## src/rtl/bg_scene_ctrl_pkg.sv

```systemverilog
// Shared types and constants for the background scene controller.
// The optional BG_SCROLL_EN macro enables horizontal scrolling in the users of this package.
package bg_ctrl_pkg;

   typedef enum logic [1:0] {
      SHOW     = 2'd0,
      FADE_OUT = 2'd1,
      SWAP     = 2'd2,
      FADE_IN  = 2'd3
   } bg_state_t;

   localparam int BG_W         = 300;
   localparam int BG_H         = 300;
   localparam int FADE_MAX     = 16;
   localparam int FADE_STEP    = 2;
   localparam int SCALE_X_MUL  = 15;
   localparam int SCALE_X_SHR  = 5;
   localparam int SCALE_Y_MUL  = 5;
   localparam int SCALE_Y_SHR  = 3;
   localparam int FRAME_TICK_Y = 480;

   localparam int ADDR_W   = 17;
   localparam int SRC_W    = 9;
   localparam int SCROLL_W = 9;
   localparam int FADE_W   = 5;

   // Row base for a 300-wide image: y*300 = y*(256+32+8+4), no multiplier.
   function automatic logic [ADDR_W-1:0] row_base(input logic [SRC_W-1:0] y);
      logic [ADDR_W-1:0] yw;
      yw = ADDR_W'(y);
      return (yw << 8) + (yw << 5) + (yw << 3) + (yw << 2);
   endfunction

endpackage

```

## src/rtl/bg_scene_ctrl_addr_gen.sv

```systemverilog
// Raster-to-ROM address generator: scaling, scroll wrap, 2-stage address pipeline and blank delay.
// Scroll wrap adder exists only when BG_SCROLL_EN is defined.
module bg_addr_gen
   import bg_ctrl_pkg::*;
(
   input  logic                clk,
   input  logic                rst_n,
   input  logic [9:0]          draw_x,
   input  logic [9:0]          draw_y,
   input  logic                blank,
   input  logic [SCROLL_W-1:0] scroll_x,
   output logic [ADDR_W-1:0]   rom_address,
   output logic                blank_p3
);

   logic [13:0]       x_mul;
   logic [11:0]       y_mul;
   logic [SRC_W-1:0]  src_x_p1_d, src_x_p1_q;
   logic [SRC_W-1:0]  src_y_p1_d, src_y_p1_q;
   logic              blank_p1_q, blank_p2_q, blank_p3_q;
   logic [9:0]        col;
   logic [ADDR_W-1:0] rom_address_d, rom_address_q;

   always_comb begin
      x_mul      = 14'(draw_x) * 14'(SCALE_X_MUL);
      y_mul      = 12'(draw_y) * 12'(SCALE_Y_MUL);
      src_x_p1_d = SRC_W'(x_mul >> SCALE_X_SHR);
      src_y_p1_d = SRC_W'(y_mul >> SCALE_Y_SHR);
   end

`ifdef BG_SCROLL_EN
   logic [9:0] col_sum;

   always_comb begin
      col_sum = 10'(src_x_p1_q) + 10'(scroll_x);
      col     = col_sum;
      if (col_sum >= 10'(BG_W)) begin
         col = col_sum - 10'(BG_W);
      end
   end
`else
   logic unused_scroll_x;
   assign unused_scroll_x = ^scroll_x;

   always_comb begin
      col = 10'(src_x_p1_q);
   end
`endif

   always_comb begin
      rom_address_d = row_base(src_y_p1_q) + ADDR_W'(col);
   end

   // Stage 1: scaled source coordinates
   always_ff @(posedge clk or negedge rst_n) begin
      if (!rst_n) begin
         src_x_p1_q <= '0;
         src_y_p1_q <= '0;
         blank_p1_q <= 1'b0;
      end else begin
         src_x_p1_q <= src_x_p1_d;
         src_y_p1_q <= src_y_p1_d;
         blank_p1_q <= blank;
      end
   end

   // Stage 2: ROM address; stage 3 covers the ROM read latency
   always_ff @(posedge clk or negedge rst_n) begin
      if (!rst_n) begin
         rom_address_q <= '0;
         blank_p2_q    <= 1'b0;
         blank_p3_q    <= 1'b0;
      end else begin
         rom_address_q <= rom_address_d;
         blank_p2_q    <= blank_p1_q;
         blank_p3_q    <= blank_p2_q;
      end
   end

   assign rom_address = rom_address_q;
   assign blank_p3    = blank_p3_q;

endmodule

```

## src/rtl/bg_scene_ctrl.sv

```systemverilog
// Background scene controller: level-change FSM with fade out/swap/fade in, scroll offset, faded RGB output.
// Define BG_SCROLL_EN to enable per-frame horizontal scrolling; otherwise scroll_x is held at 0.
module bg_scene_ctrl
   import bg_ctrl_pkg::*;
(
   input  logic              vga_clk,
   input  logic              reset_n,
   input  logic [9:0]        DrawX,
   input  logic [9:0]        DrawY,
   input  logic              blank,
   input  logic [3:0]        scroll_speed,
   input  logic              level_req,
   input  logic [1:0]        level_sel,
   input  logic [3:0]        pal_red,
   input  logic [3:0]        pal_green,
   input  logic [3:0]        pal_blue,
   output logic [ADDR_W-1:0] rom_address,
   output logic [1:0]        bg_sel,
   output logic              busy,
   output logic [3:0]        red,
   output logic [3:0]        green,
   output logic [3:0]        blue
);

   bg_state_t           state_d, state_q;
   logic [1:0]          pending_sel_d, pending_sel_q;
   logic [1:0]          bg_sel_d, bg_sel_q;
   logic [FADE_W-1:0]   fade_d, fade_q;
   logic [SCROLL_W-1:0] scroll_x;
   logic                frame_tick;
   logic                blank_p3;
   logic [3:0]          red_d, red_q;
   logic [3:0]          green_d, green_q;
   logic [3:0]          blue_d, blue_q;

   function automatic logic [3:0] fade_chan(input logic [3:0] c, input logic [FADE_W-1:0] f);
      logic [8:0] prod;
      prod = 9'(c) * 9'(f);
      return 4'(prod >> 4);
   endfunction

   assign frame_tick = (DrawX == 10'd0) && (DrawY == 10'(FRAME_TICK_Y));

   bg_addr_gen u_addr_gen (
      .clk         (vga_clk),
      .rst_n       (reset_n),
      .draw_x      (DrawX),
      .draw_y      (DrawY),
      .blank       (blank),
      .scroll_x    (scroll_x),
      .rom_address (rom_address),
      .blank_p3    (blank_p3)
   );

   // Fade steps on frame_tick only, so level changes never tear mid-frame.
   always_comb begin
      state_d       = state_q;
      pending_sel_d = pending_sel_q;
      bg_sel_d      = bg_sel_q;
      fade_d        = fade_q;
      case (state_q)
         SHOW: begin
            if (level_req && (level_sel != bg_sel_q)) begin
               pending_sel_d = level_sel;
               state_d       = FADE_OUT;
            end
         end
         FADE_OUT: begin
            if (frame_tick) begin
               if (fade_q <= FADE_W'(FADE_STEP)) begin
                  fade_d  = '0;
                  state_d = SWAP;
               end else begin
                  fade_d = fade_q - FADE_W'(FADE_STEP);
               end
            end
         end
         SWAP: begin
            bg_sel_d = pending_sel_q;
            state_d  = FADE_IN;
         end
         FADE_IN: begin
            if (frame_tick) begin
               if (fade_q >= FADE_W'(FADE_MAX - FADE_STEP)) begin
                  fade_d  = FADE_W'(FADE_MAX);
                  state_d = SHOW;
               end else begin
                  fade_d = fade_q + FADE_W'(FADE_STEP);
               end
            end
         end
         default: state_d = SHOW;
      endcase
   end

   always_ff @(posedge vga_clk or negedge reset_n) begin
      if (!reset_n) begin
         state_q       <= SHOW;
         pending_sel_q <= 2'd0;
         bg_sel_q      <= 2'd0;
         fade_q        <= FADE_W'(FADE_MAX);
      end else begin
         state_q       <= state_d;
         pending_sel_q <= pending_sel_d;
         bg_sel_q      <= bg_sel_d;
         fade_q        <= fade_d;
      end
   end

`ifdef BG_SCROLL_EN
   logic [SCROLL_W-1:0] scroll_x_d, scroll_x_q;
   logic [9:0]          scroll_sum;

   always_comb begin
      scroll_sum = 10'(scroll_x_q) + 10'(scroll_speed);
      scroll_x_d = scroll_x_q;
      if (state_q == SWAP) begin
         scroll_x_d = '0;
      end else if ((state_q == SHOW) && frame_tick) begin
         if (scroll_sum >= 10'(BG_W)) begin
            scroll_x_d = SCROLL_W'(scroll_sum - 10'(BG_W));
         end else begin
            scroll_x_d = SCROLL_W'(scroll_sum);
         end
      end
   end

   always_ff @(posedge vga_clk or negedge reset_n) begin
      if (!reset_n) begin
         scroll_x_q <= '0;
      end else begin
         scroll_x_q <= scroll_x_d;
      end
   end

   assign scroll_x = scroll_x_q;
`else
   logic unused_scroll_speed;
   assign unused_scroll_speed = ^scroll_speed;
   assign scroll_x            = '0;
`endif

   always_comb begin
      red_d   = 4'd0;
      green_d = 4'd0;
      blue_d  = 4'd0;
      if (blank_p3) begin
         red_d   = fade_chan(pal_red, fade_q);
         green_d = fade_chan(pal_green, fade_q);
         blue_d  = fade_chan(pal_blue, fade_q);
      end
   end

   // Stage 4: faded, blanked RGB
   always_ff @(posedge vga_clk or negedge reset_n) begin
      if (!reset_n) begin
         red_q   <= 4'd0;
         green_q <= 4'd0;
         blue_q  <= 4'd0;
      end else begin
         red_q   <= red_d;
         green_q <= green_d;
         blue_q  <= blue_d;
      end
   end

   assign bg_sel = bg_sel_q;
   assign busy   = (state_q != SHOW);
   assign red    = red_q;
   assign green  = green_q;
   assign blue   = blue_q;

endmodule

```

## config.mk

```make
export PLATFORM = sky130hd
export DESIGN_NAME = bg_scene_ctrl
export DESIGN_NICKNAME = d
export VERILOG_FILES = /design/src/rtl/bg_scene_ctrl_pkg.sv /design/src/rtl/bg_scene_ctrl_addr_gen.sv /design/src/rtl/bg_scene_ctrl.sv
export SDC_FILE = /design/constraint.sdc
export NUM_CORES = 1
export LEC_CHECK = 0
export BUFFER_PORTS_ARGS = -buffer_cell sky130_fd_sc_hd__buf_2
export CAP_MARGIN = 0
export CORE_MARGIN = 1
export CORE_UTILIZATION = 60
export DETAILED_ROUTE_END_ITERATION = 7
export PLACE_DENSITY = 0.93
export SLEW_MARGIN = 30
export SYNTH_ARGS = -nofsm -noshare
export SYNTH_HDL_FRONTEND = slang
export SYNTH_SLANG_ARGS = --single-unit
```

## constraint.sdc

```tcl
create_clock -name vga_clk -period 11.23 [get_ports vga_clk]
set_clock_uncertainty 0.2 [all_clocks]
set_input_delay 1.6845 -clock vga_clk [delete_from_list [all_inputs] [get_ports vga_clk]]
set_output_delay 1.6845 -clock vga_clk [all_outputs]
set_load 0.1 [all_outputs]
```

* Word level (Yosys, flattened, before mapping)
Index checks and enable logic that the tools add are counted.
** Storage, ports and cells
- Flip-flop bits (word level) :: 61
- Input port bits :: 42
- Output and inout bits :: 32
- Word-level logic and storage cells :: 59
** Cells by class
- Add/sub/neg operators :: 6
- Multipliers :: 5
- $lt $le $gt $ge :: 2
- Equal/unequal tests :: 10
- Muxes and demuxes :: 14
- Reduce and logical (&&, ||, !) cells :: 9
** Operators by type and width (number)
- multiplier 4 x 5 -> 8 bit :: 3
- 2-to-1 mux 5 bit :: 4
- adder 17 x 11 -> 17 bit :: 1
- adder 17 x 12 -> 17 bit :: 1
- adder 17 x 14 -> 17 bit :: 1
- adder 17 x 9 -> 17 bit :: 1
- multiplier 10 x 4 -> 14 bit (second input constant) :: 1
- multiplier 10 x 3 -> 12 bit (second input constant) :: 1
- 2-to-1 mux 4 bit :: 3
- equality test 10 x 9 -> 1 bit (second input constant) :: 1
- zero test 10 bit :: 1
- 2-to-1 mux 2 bit :: 5
- inequality test 2 bit (second input constant) :: 5
- case mux 5 bit (2 select lines) :: 1
- case mux 2 bit (4 select lines) :: 1
- adder 5 x 2 -> 5 bit (second input constant) :: 1
- >= comparator 5 x 4 -> 1 bit (second input constant) :: 1
- less-or-equal comparator 5 x 2 -> 1 bit (second input constant) :: 1
- AND reduction 5 bit :: 1
- subtractor 5 x 2 -> 5 bit (second input constant) :: 1
- equality test 2 bit (second input constant) :: 2
- nonzero test 2 bit :: 2
- AND reduction 3 bit :: 1
- equality test 2 x 1 -> 1 bit (second input constant) :: 1
- 4 further kinds :: 5

* Longest topological paths before layout
- Word-level depth :: 4
- Mapped depth :: 14
- Mapped depth without buffers :: 14

* Hierarchy
Synthesis repeated with hierarchy kept, for this count alone.
** Unflattened totals
- Cells, all modules :: 528
- Area total of the unflattened synthesis :: 5570.3 um^2
** By module, submodules not included
- bg_addr_gen :: instances 1, cells each 286, area each 3295.7 um^2, seq. area each 950.9 um^2
- bg_scene_ctrl :: instances 1, cells each 242, area each 2274.7 um^2, seq. area each 551.8 um^2

* Worst setup path before layout
Ideal clock, no wire load.
- Path kind :: input -> register
- Start :: in DrawX[1]
- End :: reg u_addr_gen.src_x_p1_q[8]
- Setup time :: 0.080 ns
- Arrival :: 4.153 ns
- Data required time :: 10.950 ns
- Path slack :: 6.797 ns
- Cell stages on the path :: 11
- Path buffers :: 0
- Cell sequence :: inv_1 fa_1 inv_1 fa_1 ha_1 a211oi_1 o21bai_1 o311ai_1 o21ai_1 o31ai_1 xnor2_1
** Between the ends
- Word-level cells in the longest chain between the ends :: 1
** RTL lines
- start: declaration :: line bg_scene_ctrl.sv:8 : input logic [9:0] DrawX,
- multiplier 10 x 4 -> 14 bit :: line bg_scene_ctrl_addr_gen.sv:25 : x_mul = 14'(draw_x) * 14'(SCALE_X_MUL);
- named net u_addr_gen.x_mul[13] :: line bg_scene_ctrl_addr_gen.sv:16 : logic [13:0] x_mul;
- end signal: assignment :: line bg_scene_ctrl_addr_gen.sv:61 : src_x_p1_q <= src_x_p1_d;
- end: declaration :: line bg_scene_ctrl_addr_gen.sv:18 : logic [SRC_W-1:0] src_x_p1_d, src_x_p1_q;
The timed path passes the listed nets, and every way through them passes these cells.
A chain may end at the register's enable or synchronous reset.

* Worst setup path after layout
Ends and elaborated chain as after synthesis.

==> impl_metrics.csv <==
group,metric,value,unit
pwr,swShare,51.7,%
synth,synth_area_per_cell,10.6,um2
synth,synthAdderAreaFrac,40.2,%
finish,final_common_cell,"ha_1",
die,num_rows,34,
route,drc,0,
run,max-cap-violations,0,
global_routing,grt_first_pass_wirelength,18900,um
clock_tree,ctsResizeCount,0,
route,drt_iter0_drc,144,
finish,antenna_cells,0,
synth,yosys_most_used_dff,"dfrtp_1",
critical_path,required,11290,ps
global_routing,grt_usage,25.2,%
clock_tree,cts_sinks,60,
global_routing,grt_pass1_vias,4301,
sta,maxClockFrequency,220,MHz
pwr,ir_worst_vdd,0.207,mV
clock_tree,clk_latency,350,ps
synth,yosys_register_bits,60,
min_path,min-delay-start,"u_addr_gen.src_x_p1_q[1]",
route,first_pass_iters,4,
critical_path,cp-start-kind,"input pin",
synth,synthArstFlopShare,100,%
die,core,8760,um2
critical_path,crit_fanout,4,
die,die_h,97.4,um
sta,finalHoldViolCount,0,
finish,utilization,70.3,%
clock_tree,cts_hold_buf,0,
critical_path,rr_worst_depth,12,
finish,fin_cells,706,
pwr,p_leak,0.00335,uW
synth,synth_area,5460,um2
place,gp_congestion,0.910,
global_routing,antenna_found_initial,0,
synth,synth-xor-area-share,6.90,%
place,placed_cells_incl_taps,690,
synth,synth_top_family_by_area,"adder cells",
sta,relSlewSlack,51.0,%
die,die_area,9490,um2
synth,synthTopCellsByArea,"dfrtp_1 (27%), ha_1 (23%), fa_1 (17%), inv_1 (4.8%), xnor2_1 (4.3%)",
clock_tree,cts_setup_buffers,0,
synth,synth_compound_area_share,8.18,%
critical_path,r2r_start,"u_addr_gen.src_y_p1_q[0]",
clock_tree,path_clk_slew,60,ps
place,portBuffers,69,
critical_path,r2r_slack,7150,ps
synth,synthSimpleGateAreaFrac,10.8,%
finish,syn2layout_area_growth,12.8,%
min_path,hold_path_end,"u_addr_gen.rom_address[1]",
global_routing,gr-total-overflow,0,
synth,yosysUniqueCellTypes,45,
global_routing,grt_max_degree,61,
die,die_x,97.4,um
route,vias,3880,
finish,register_area,1500,um2
pwr,p_clk_share,11.9,%
outcome,status,"finished, final reports clean",
sta,tns,0,ps
route,antenna_left,0,
clock_tree,cts_tree,"yes",
critical_path,arrival,4600,ps
min_path,worstHoldPathCells,0,
route,viasPerCell,5.50,
sta,worst_pin_slew,736,ps
place,dp_hpwl,8480,um
clock_tree,htree_levels,3,
synth,yosysSeqAreaShare,27.5,%
critical_path,endpoint_kind,"flop",
synth,ys_warn_count,0,
finish,drive_above_1_share,16.4,%
pwr,p_int,916,uW
sta,maxSlewViolCount,0,
pwr,power.density,308,nW/um2
die,start_util,62.3,%
critical_path,regToRegEndpoint,"u_addr_gen.rom_address[16]",
clock_tree,clk_path_buf_depth,2,
pwr,power.net_switching,980,uW
pwr,pwr-share-comb,70.1,%
clock_tree,cts-root-buf,"clkbuf_8",
critical_path,path_class,"in2reg",
synth,synth_edf_count,0,
sta,fin_crit_sh,40.4,%
finish,multi_input_area,3680,um2
synth,synth_top_area_cell,"dfrtp_1",
die,pin_count,74,
pwr,p_total,1900,uW
sta,min_period,4540,ps
route,avgRoutedWirePerCell,15.3,um
synth,synth.area.mux_share,1.03,%
pwr,seq_power_share,18.0,%
finish,fill_cells,616,
clock_tree,cts_inserted_buffers,9,
finish,nets,783,
synth,yosysTopAreaCellShare,27.0,%
finish,layout_common_cells,"ha_1 (102), inv_1 (70), buf_2 (69)",
sta,rsz0062_at_grt,"no",
sta,finalSetupViolCount,0,
synth,synthCells,516,
route,wirelength,10800,um
min_path,hp-class,"reg2reg",
-- power by group through the flow --
stage | clock, uW | sequential, uW | combinational (uW)
after CTS | 226 | 343 | 1330
after detailed placement | 0 | 347 | 1300
after global placement | 0 | 343 | 1220
after floorplan | 0 | 628 | 760
after global routing | 235 | 350 | 1470
final | 225 | 342 | 1330
-- worst max-delay path by stage --
stage                   from                       end  slack (ps)
global placement    DrawX[1]  u_addr_gen.src_x_p1_q[8]        6460
global route        DrawX[3]  u_addr_gen.src_x_p1_q[8]        6490
floorplan           DrawX[1]  u_addr_gen.src_x_p1_q[8]        6800
finish              DrawX[1]  u_addr_gen.src_x_p1_q[8]        6690
CTS                 DrawX[3]  u_addr_gen.src_x_p1_q[8]        6680
detailed placement  DrawX[3]  u_addr_gen.src_x_p1_q[8]        6330
-- worst max-delay path, stage by stage --
cell	delay, ps
buf_2	120
inv_1	80
fa_1	550
inv_1	70
fa_1	460
ha_1	240
a211oi_1	220
o21bai_1	190
o311ai_1	370
o21ai_1	190
o31ai_1	270
xnor2_1	150
-- Yosys cell counts (2+ instances only) --
master / number
a211oi_2: 2
a21o_1: 8
a21oi_1: 25
and2_1: 28
and3_1: 4
clkbuf_1: 6
dfrtp_1: 59
fa_1: 46
ha_1: 102
inv_1: 70
mux2_2: 4
nand2_1: 41
nand2b_1: 6
nand4_1: 2
nor2_1: 10
nor2b_1: 3
nor3_1: 2
nor4b_1: 2
o211ai_1: 2
o21a_1: 2
o21ai_0: 9
o21ai_1: 8
o21bai_1: 2
o311a_1: 2
o31a_1: 2
o31ai_1: 2
or2_2: 5
or3_1: 3
or4_1: 2
xnor2_1: 27
xor2_1: 16
-- metrics by stage --
| step | hold WS, ps | instance area [um2] | setup WS, ps |
|---|---|---|---|
| global route | 174 | 6160 | 6490 |
| global placement | 137 | 5930 | 6460 |
| finish | 157 | 6160 | 6690 |
| floorplan | 131 | 5470 | 6800 |
| CTS | 160 | 6160 | 6680 |
| detailed placement | 147 | 5930 | 6330 |
-- logic make-up (layout without fill, tap and decap cells) --
logic type / after synthesis / after routing
buffers and inverters: 76 / 156
adders and majority gates: 148 / 148
AOI/OAI and AO/OA: 70 / 70
DFF: 60 / 60
xor gates and xnor gates: 43 / 43
and+or+nand+nor: 113 / 113
muxes: 5 / 5
other: 1 / 3
-- final cells by class --
| class | count | share of cell area (%) |
|---|---|---|
| clock inverter | 4 | 1.18 |
| multi-input combinational | 382 | 59.7 |
| inverter | 70 | 4.26 |
| sequential | 60 | 24.4 |
| tap | 108 | 2.19 |
| clock buffer | 12 | 2.52 |
| timing repair buffer | 70 | 5.73 |
-- per-layer routing --
layer  vias to the layer above  track usage, %  part of all wire, %
li1                       1845               -                    -
met1                      1875            27.6                   39
met2                       112            45.6                   53
met3                        48            5.11                  4.0
met4                         0            13.7                  4.2
met5                         -               0                    0
-- state kept, by name (all words and copies together) (netlist names) --
| name | count |
|---|---|
| u_addr_gen.rom_address | 17 |
| u_addr_gen.blank_p1_q | 1 |
| fade_q | 4 |
| u_addr_gen.blank_p3 | 1 |
| green | 4 |
| blue | 4 |
| u_addr_gen.src_y_p1_q | 9 |
| state_q | 2 |
| u_addr_gen.src_x_p1_q | 9 |
| u_addr_gen.blank_p2_q | 1 |
| red | 4 |
| pending_sel_q | 2 |
| bg_sel | 2 |
Power figures use the tool's default switching activity.
